## config.mk

```make
export PLATFORM = sky130hd
export DESIGN_NAME = m2v_blkseq
export DESIGN_NICKNAME = d
export VERILOG_FILES = /design/src/rtl/m2v_blkseq.sv
export SDC_FILE = /design/constraint.sdc
export NUM_CORES = 1
export LEC_CHECK = 0
export BUFFER_PORTS_ARGS = -buffer_cell sky130_fd_sc_hd__buf_2
export CAP_MARGIN = 20
export CORE_MARGIN = 8
export CORE_UTILIZATION = 54
export CTS_CLUSTER_SIZE = 24
export DETAILED_ROUTE_END_ITERATION = 10
export GPL_TIMING_DRIVEN = 0
export PLACE_DENSITY_LB_ADDON = 0.08
export RECOVER_POWER = 50
export SYNTH_ARGS = -nofsm -noshare
export SYNTH_HDL_FRONTEND = slang
export SYNTH_SLANG_ARGS = --single-unit
```

## constraint.sdc

```tcl
create_clock -name clk -period 2.33 [get_ports clk]
set_input_delay 0.1165 -clock clk [delete_from_list [all_inputs] [get_ports clk]]
set_output_delay 0.1165 -clock clk [all_outputs]
set_load 0.005 [all_outputs]
```

## src/rtl/m2v_blkseq.sv

```systemverilog
// MPEG-2 macroblock block sequencer: walks the coded blocks through the VLD and
// the scanner/dequantizer, and arbitrates quant-matrix loads.
// Optional macro M2V_BLKSEQ_CHROMA422_EN selects 8 blocks per macroblock instead of 6.
module m2v_blkseq #(
  parameter int EOB_TIMEOUT = 255
) (
  input  logic       clk,
  input  logic       reset_n,
  input  logic       softreset,
  input  logic       mb_start,
  input  logic [7:0] mb_cbp,
  input  logic       mb_intra,
  output logic       mb_busy,
  output logic       mb_done,
  input  logic       ready_isdq,
  output logic       block_start,
  output logic       block_end,
  output logic       blk_enable,
  output logic [2:0] blk_index,
  output logic       vld_start,
  input  logic       vld_eob,
  input  logic       qm_req,
  output logic       qm_grant,
  input  logic       qm_done,
  output logic       err_timeout
);

`ifdef M2V_BLKSEQ_CHROMA422_EN
  localparam logic [2:0] LAST_BLK = 3'd7;
`else
  localparam logic [2:0] LAST_BLK = 3'd5;
`endif

  localparam logic [7:0] TO_LIMIT = 8'(EOB_TIMEOUT);
  localparam bit         TO_EN    = (EOB_TIMEOUT != 0);

  typedef enum logic [2:0] {
    IDLE,
    WAIT_RDY,
    GAP,
    DECODE,
    BLKEND,
    MBEND,
    QMLOAD
  } state_t;

  state_t     state;
  state_t     state_nxt;
  logic [7:0] cbp_q;
  logic       intra_q;
  logic [7:0] eob_cnt;
  logic       coded;
  logic       last_blk;
  logic       timeout_hit;

  // mb_cbp is MSB-aligned, so block N lives at bit 7-N
  assign coded       = intra_q | cbp_q[3'd7 - blk_index];
  assign last_blk    = (blk_index == LAST_BLK);
  assign timeout_hit = TO_EN && ((eob_cnt + 8'd1) == TO_LIMIT);

  always_ff @(posedge clk or negedge reset_n) begin
    if (!reset_n)
      state <= IDLE;
    else if (softreset)
      state <= IDLE;
    else
      state <= state_nxt;
  end

  always_comb begin
    state_nxt   = state;
    block_start = 1'b0;
    blk_enable  = 1'b0;
    vld_start   = 1'b0;
    case (state)
      IDLE: begin
        if (mb_start)
          state_nxt = WAIT_RDY;
        else if (qm_req)
          state_nxt = QMLOAD;
      end
      WAIT_RDY: begin
        if (ready_isdq) begin
          block_start = 1'b1;
          blk_enable  = coded;
          vld_start   = coded;
          state_nxt   = coded ? DECODE : GAP;
        end
      end
      GAP, BLKEND: state_nxt = last_blk ? MBEND : WAIT_RDY;
      DECODE: begin
        if (vld_eob || timeout_hit)
          state_nxt = BLKEND;
      end
      MBEND:   state_nxt = IDLE;
      QMLOAD: begin
        if (qm_done)
          state_nxt = IDLE;
      end
      default: state_nxt = IDLE;
    endcase
  end

  // Level/pulse outputs are registered from the next state so they line up with it
  always_ff @(posedge clk or negedge reset_n) begin
    if (!reset_n) begin
      mb_busy     <= 1'b0;
      mb_done     <= 1'b0;
      block_end   <= 1'b0;
      qm_grant    <= 1'b0;
      blk_index   <= 3'd0;
      cbp_q       <= 8'd0;
      intra_q     <= 1'b0;
      eob_cnt     <= 8'd0;
      err_timeout <= 1'b0;
    end else if (softreset) begin
      mb_busy     <= 1'b0;
      mb_done     <= 1'b0;
      block_end   <= 1'b0;
      qm_grant    <= 1'b0;
      blk_index   <= 3'd0;
      cbp_q       <= 8'd0;
      intra_q     <= 1'b0;
      eob_cnt     <= 8'd0;
      err_timeout <= 1'b0;
    end else begin
      mb_busy   <= (state_nxt != IDLE);
      mb_done   <= (state_nxt == MBEND);
      block_end <= (state_nxt == BLKEND);
      qm_grant  <= (state_nxt == QMLOAD);

      if (state == IDLE && mb_start) begin
        cbp_q   <= mb_cbp;
        intra_q <= mb_intra;
      end

      if (state_nxt == IDLE)
        blk_index <= 3'd0;
      else if ((state == GAP || state == BLKEND) && state_nxt == WAIT_RDY)
        blk_index <= blk_index + 3'd1;

      // Counter is zero in the first DECODE cycle and counts DECODE cycles spent
      if (state == WAIT_RDY)
        eob_cnt <= 8'd0;
      else if (state == DECODE)
        eob_cnt <= eob_cnt + 8'd1;

      if (state == DECODE && timeout_hit && !vld_eob)
        err_timeout <= 1'b1;
    end
  end

endmodule

```

==> results summary <==
The total power per unit cell area is approximately 550 nW/um^2. Routability-driven placement finished with a final weighted congestion of around 0.93. By instance count, the cell type seen most on the critical path is sky130_fd_sc_hd__buf_2. After layout, the worst setup slack is 0.208 ns. The flow ran to the end, but the final reports show violations. Compared with the post-synthesis result, the final layout area differs by 15.5%. The path class of the tightest hold or removal check is input pin to flop. The number of top-level design ports is 28. The worst-case IR drop observed on VDD is about 0.33 mV. The core area came out at around 3100 sq um. The number of slew-limit violations in the final report is 29. The violation count after the first detailed-route iteration came out at between 100 and 150. Setup violations remaining at the end of the flow were counted as 0.

In this run, synthesis inferred 0 flip-flops with an integrated enable. The maximum single-stage delay on the critical path came out at 0.39 ns. The critical path goes through buf_2 > mux2i_1 > nand3b_1 > a31oi_1 > nand2b_1 > inv_1 > buf_4 > buf_2. The post-DP HPWL came out at slightly above 3000 um.

The switching part of the total power is 0.332. Setup repair after global routing left no endpoint under its margin. The pin count of the biggest net entering global routing came out at 29. The setup slack at placement is 0.442 ns. The final period demand of the worst path is ~2.1 ns. The maximum level of the CTS H-tree came out at 1. The overflow left after global routing is 0. After detailed routing, the average wire length per cell comes to around 15 um.

The setup total negative slack is 0 ns. The clock edge transition at the registers on the reported setup and hold paths came out at 0.15 ns. The number of buffers added by the clock tree synthesis step is 3. The initial standard-cell utilization of the core is 0.570. The slew at the pin with the worst max-slew slack came out at approximately 1.5 ns. The detailed-route vias per instance came out at ~5.7. The switching power came out at approximately 370 uW. The share of layout cells above drive strength 1 is 0.211.

The proportion of power drawn by combinational gates came out at 0.292. Data on the critical path arrives at its endpoint at 2.01 ns. The portion of the post-synthesis area used by sequential elements came out at 0.400. Of the total power, registers draw 0.492. The number of global-route vias before repair is about 1600. STA classifies the critical path endpoint as a primary output. TritonCTS built the clock tree. The internal power consumption is between 700 and 800 uW. The area of the mapped netlist came out at between 1500 and 2000 sq um. The cell at the root of the clock tree is sky130_fd_sc_hd__clkbuf_4. Headroom to the max-slew limit came out at -0.0102.

The leakage power came out at between 0.0009 and 0.001 uW. The achievable clock frequency came out at approximately 0.47 GHz. In this run, synthesis produced a sequential element count of 28. The worst-path cell with the longest stage delay is sky130_fd_sc_hd__dfrtp_1. The number of buffers inserted for hold repair after clock tree synthesis came out at 5. The netlist uses between 40 and 50 different library cells. The biggest fanout along the worst timing path came out at 6. The number of cells produced by synthesis is slightly below 200.

The quantity of gates resized following cts is 0. The critical path is of the flop to primary output type. In the global route stage, overall resource usage came out at 0.163. The portion of the clock cycle consumed by the worst path in the final layout came out at 0.911. In the routed design, unresolved DRC markers number 0. CTS saw 28 sinks. The portion of total power attributed to the clock network is 0.216.

Leaving out fill and tap cells, the most frequent cells in the layout are sky130_fd_sc_hd__nand2_1, sky130_fd_sc_hd__dfrtp_1, sky130_fd_sc_hd__buf_2, sky130_fd_sc_hd__a21oi_1, sky130_fd_sc_hd__nor2_1. The initialized floorplan defines 20 standard-cell rows. The floorplan step defined a die boundary enclosing approximately 5300 sq um. The Yosys warning count came out at 0. The final reports fail on max-capacitance violations, max-slew violations. The mean area per synthesized cell came out at approximately 8.9 sq um. The initial antenna violation count is 0. STA classifies the critical path startpoint as a flop. The x dimension of the die is 73.0 um.

The buffer count from post-CTS setup fixing is 0. The number of routed nets with antenna violations is 0. For this run, the leading register cell type out of synthesis is sky130_fd_sc_hd__dfrtp_1. The count of buffers from port buffering is 27.

The post-layout instance area is between 2000 and 2500 sq um. Of all flip-flops after synthesis, the portion carrying an async set or reset was 1.00. The critical path required time is approximately 2.2 ns. No sink is reached through more buffers than the 2 on the longest clock path. The net count reported at finish is approximately 250.

The repair_antennas step left the layout with diodes totalling 0. The number of search-and-repair iterations in the first detailed-routing pass is 4. The post-placement cell area is between 1500 and 2000 sq um.

The clock latency on the worst-skew pair is ~0.33 ns. The first global-routing pass estimated a little under 7000 um of wire. Max-cap violations in this run came to 1. The die is about 73 um tall. The net count after synthesis is roughly 220.

The routed layout has between 1500 and 2000 vias. The clock skew after layout came out at 0.00530 ns. For this block, the routed nets add up to approximately 4100 um of wire. The hold violation total from the final report is 0.
## cells by family after synthesis
logic type                 count (synthesis)  share of synthesized area
xor gates and xnor gates                   4                     0.0200
adders and majority gates                  4                     0.0286
and+or+nand+nor                           84                      0.263
muxes                                      5                     0.0286
DFF                                       28                      0.400
buffers and inverters                     22                     0.0628
AOI/OAI and AO/OA                         49                      0.197
## cells in the mapped netlist, types with 4 or more instances
cell / count / share of area
sky130_fd_sc_hd__nor2b_1: 4 / 0.014
sky130_fd_sc_hd__xor2_1: 4 / 0.020
sky130_fd_sc_hd__ha_1: 4 / 0.029
sky130_fd_sc_hd__clkbuf_1: 4 / 0.0086
sky130_fd_sc_hd__nor3_1: 6 / 0.017
sky130_fd_sc_hd__a31oi_1: 5 / 0.018
sky130_fd_sc_hd__a21oi_1: 22 / 0.063
sky130_fd_sc_hd__dfrtp_1: 28 / 0.40
sky130_fd_sc_hd__inv_1: 9 / 0.019
sky130_fd_sc_hd__mux2i_1: 5 / 0.029
sky130_fd_sc_hd__nand3_1: 11 / 0.031
sky130_fd_sc_hd__nor2_1: 17 / 0.036
sky130_fd_sc_hd__nand2b_1: 4 / 0.014
sky130_fd_sc_hd__nand2_1: 28 / 0.060
sky130_fd_sc_hd__buf_2: 4 / 0.011
## stage by stage
step	hold WS, ns	utilization	total power, uW	instances
final	0.00683	0.658	1120	276
after global routing	0.00305	0.658	1180	276
after CTS	0.000976	0.659	1120	276
after detailed placement	0.169	0.631	877	267
after global placement	0.158	0.631	867	267
after floorplan	-0.179	-	778	196
## flip-flops by register name (all words and copies together), names as in the netlist, 3 cells and up
register   count
cbp_q          8
eob_cnt        8
blk_index      3
state          3
## final timing paths
| check | to | slack [ns] | start | depth (start not counted) |
|---|---|---|---|---|
| min in group asynchronous | eob_cnt[2] | 0.68 | reset_n | 2 |
| hold reg to reg | cbp_q[5] | 0.53 | cbp_q[5] | 2 |
| hold / removal | cbp_q[6] | 0.007 | mb_cbp[6] | 3 |
| setup reg to reg | blk_index[1] | 0.43 | blk_index[1] | 8 |
| setup / recovery | vld_start | 0.21 | blk_index[1] | 8 |
| max in group asynchronous | blk_index[2] | 0.78 | reset_n | 2 |
## area by class of cell
type	count	area (sq um)
multi-input combinational	146	942
buffer	13	76.3
fill	263	1050
tap	44	55.1
timing repair buffer	32	180
clock buffer	4	36.3
inverter	9	33.8
sequential	28	701
## per-layer routing
layer  GRT usage  share of wire  vias to the layer above
met1       0.190           0.44                      757
met2       0.286           0.50                       42
met4      0.0556          0.014                        0
met5           0              0                        -
li1            -              -                      763
met3      0.0357          0.052                        8
## worst max-delay path: cells and delay by family, from the launching register on
| kind | cells | cell delay (ns) |
|---|---|---|
| multiplexers | 1 | 0.25 |
| AND/OR/NAND/NOR | 2 | 0.27 |
| flip-flops | 1 | 0.39 |
| buffers and inverters | 4 | 0.48 |
| AO/OA/AOI/OAI | 1 | 0.28 |
## power by group through the flow
stage	Sequential (uW)	Clock [uW]	Combinational [uW]
after CTS	549	247	326
final	549	241	326
after global placement	555	0	312
after detailed placement	558	0	319
after floorplan	551	0	226
after global routing	554	265	361
No activity file was read; power rests on OpenSTA's default activity.
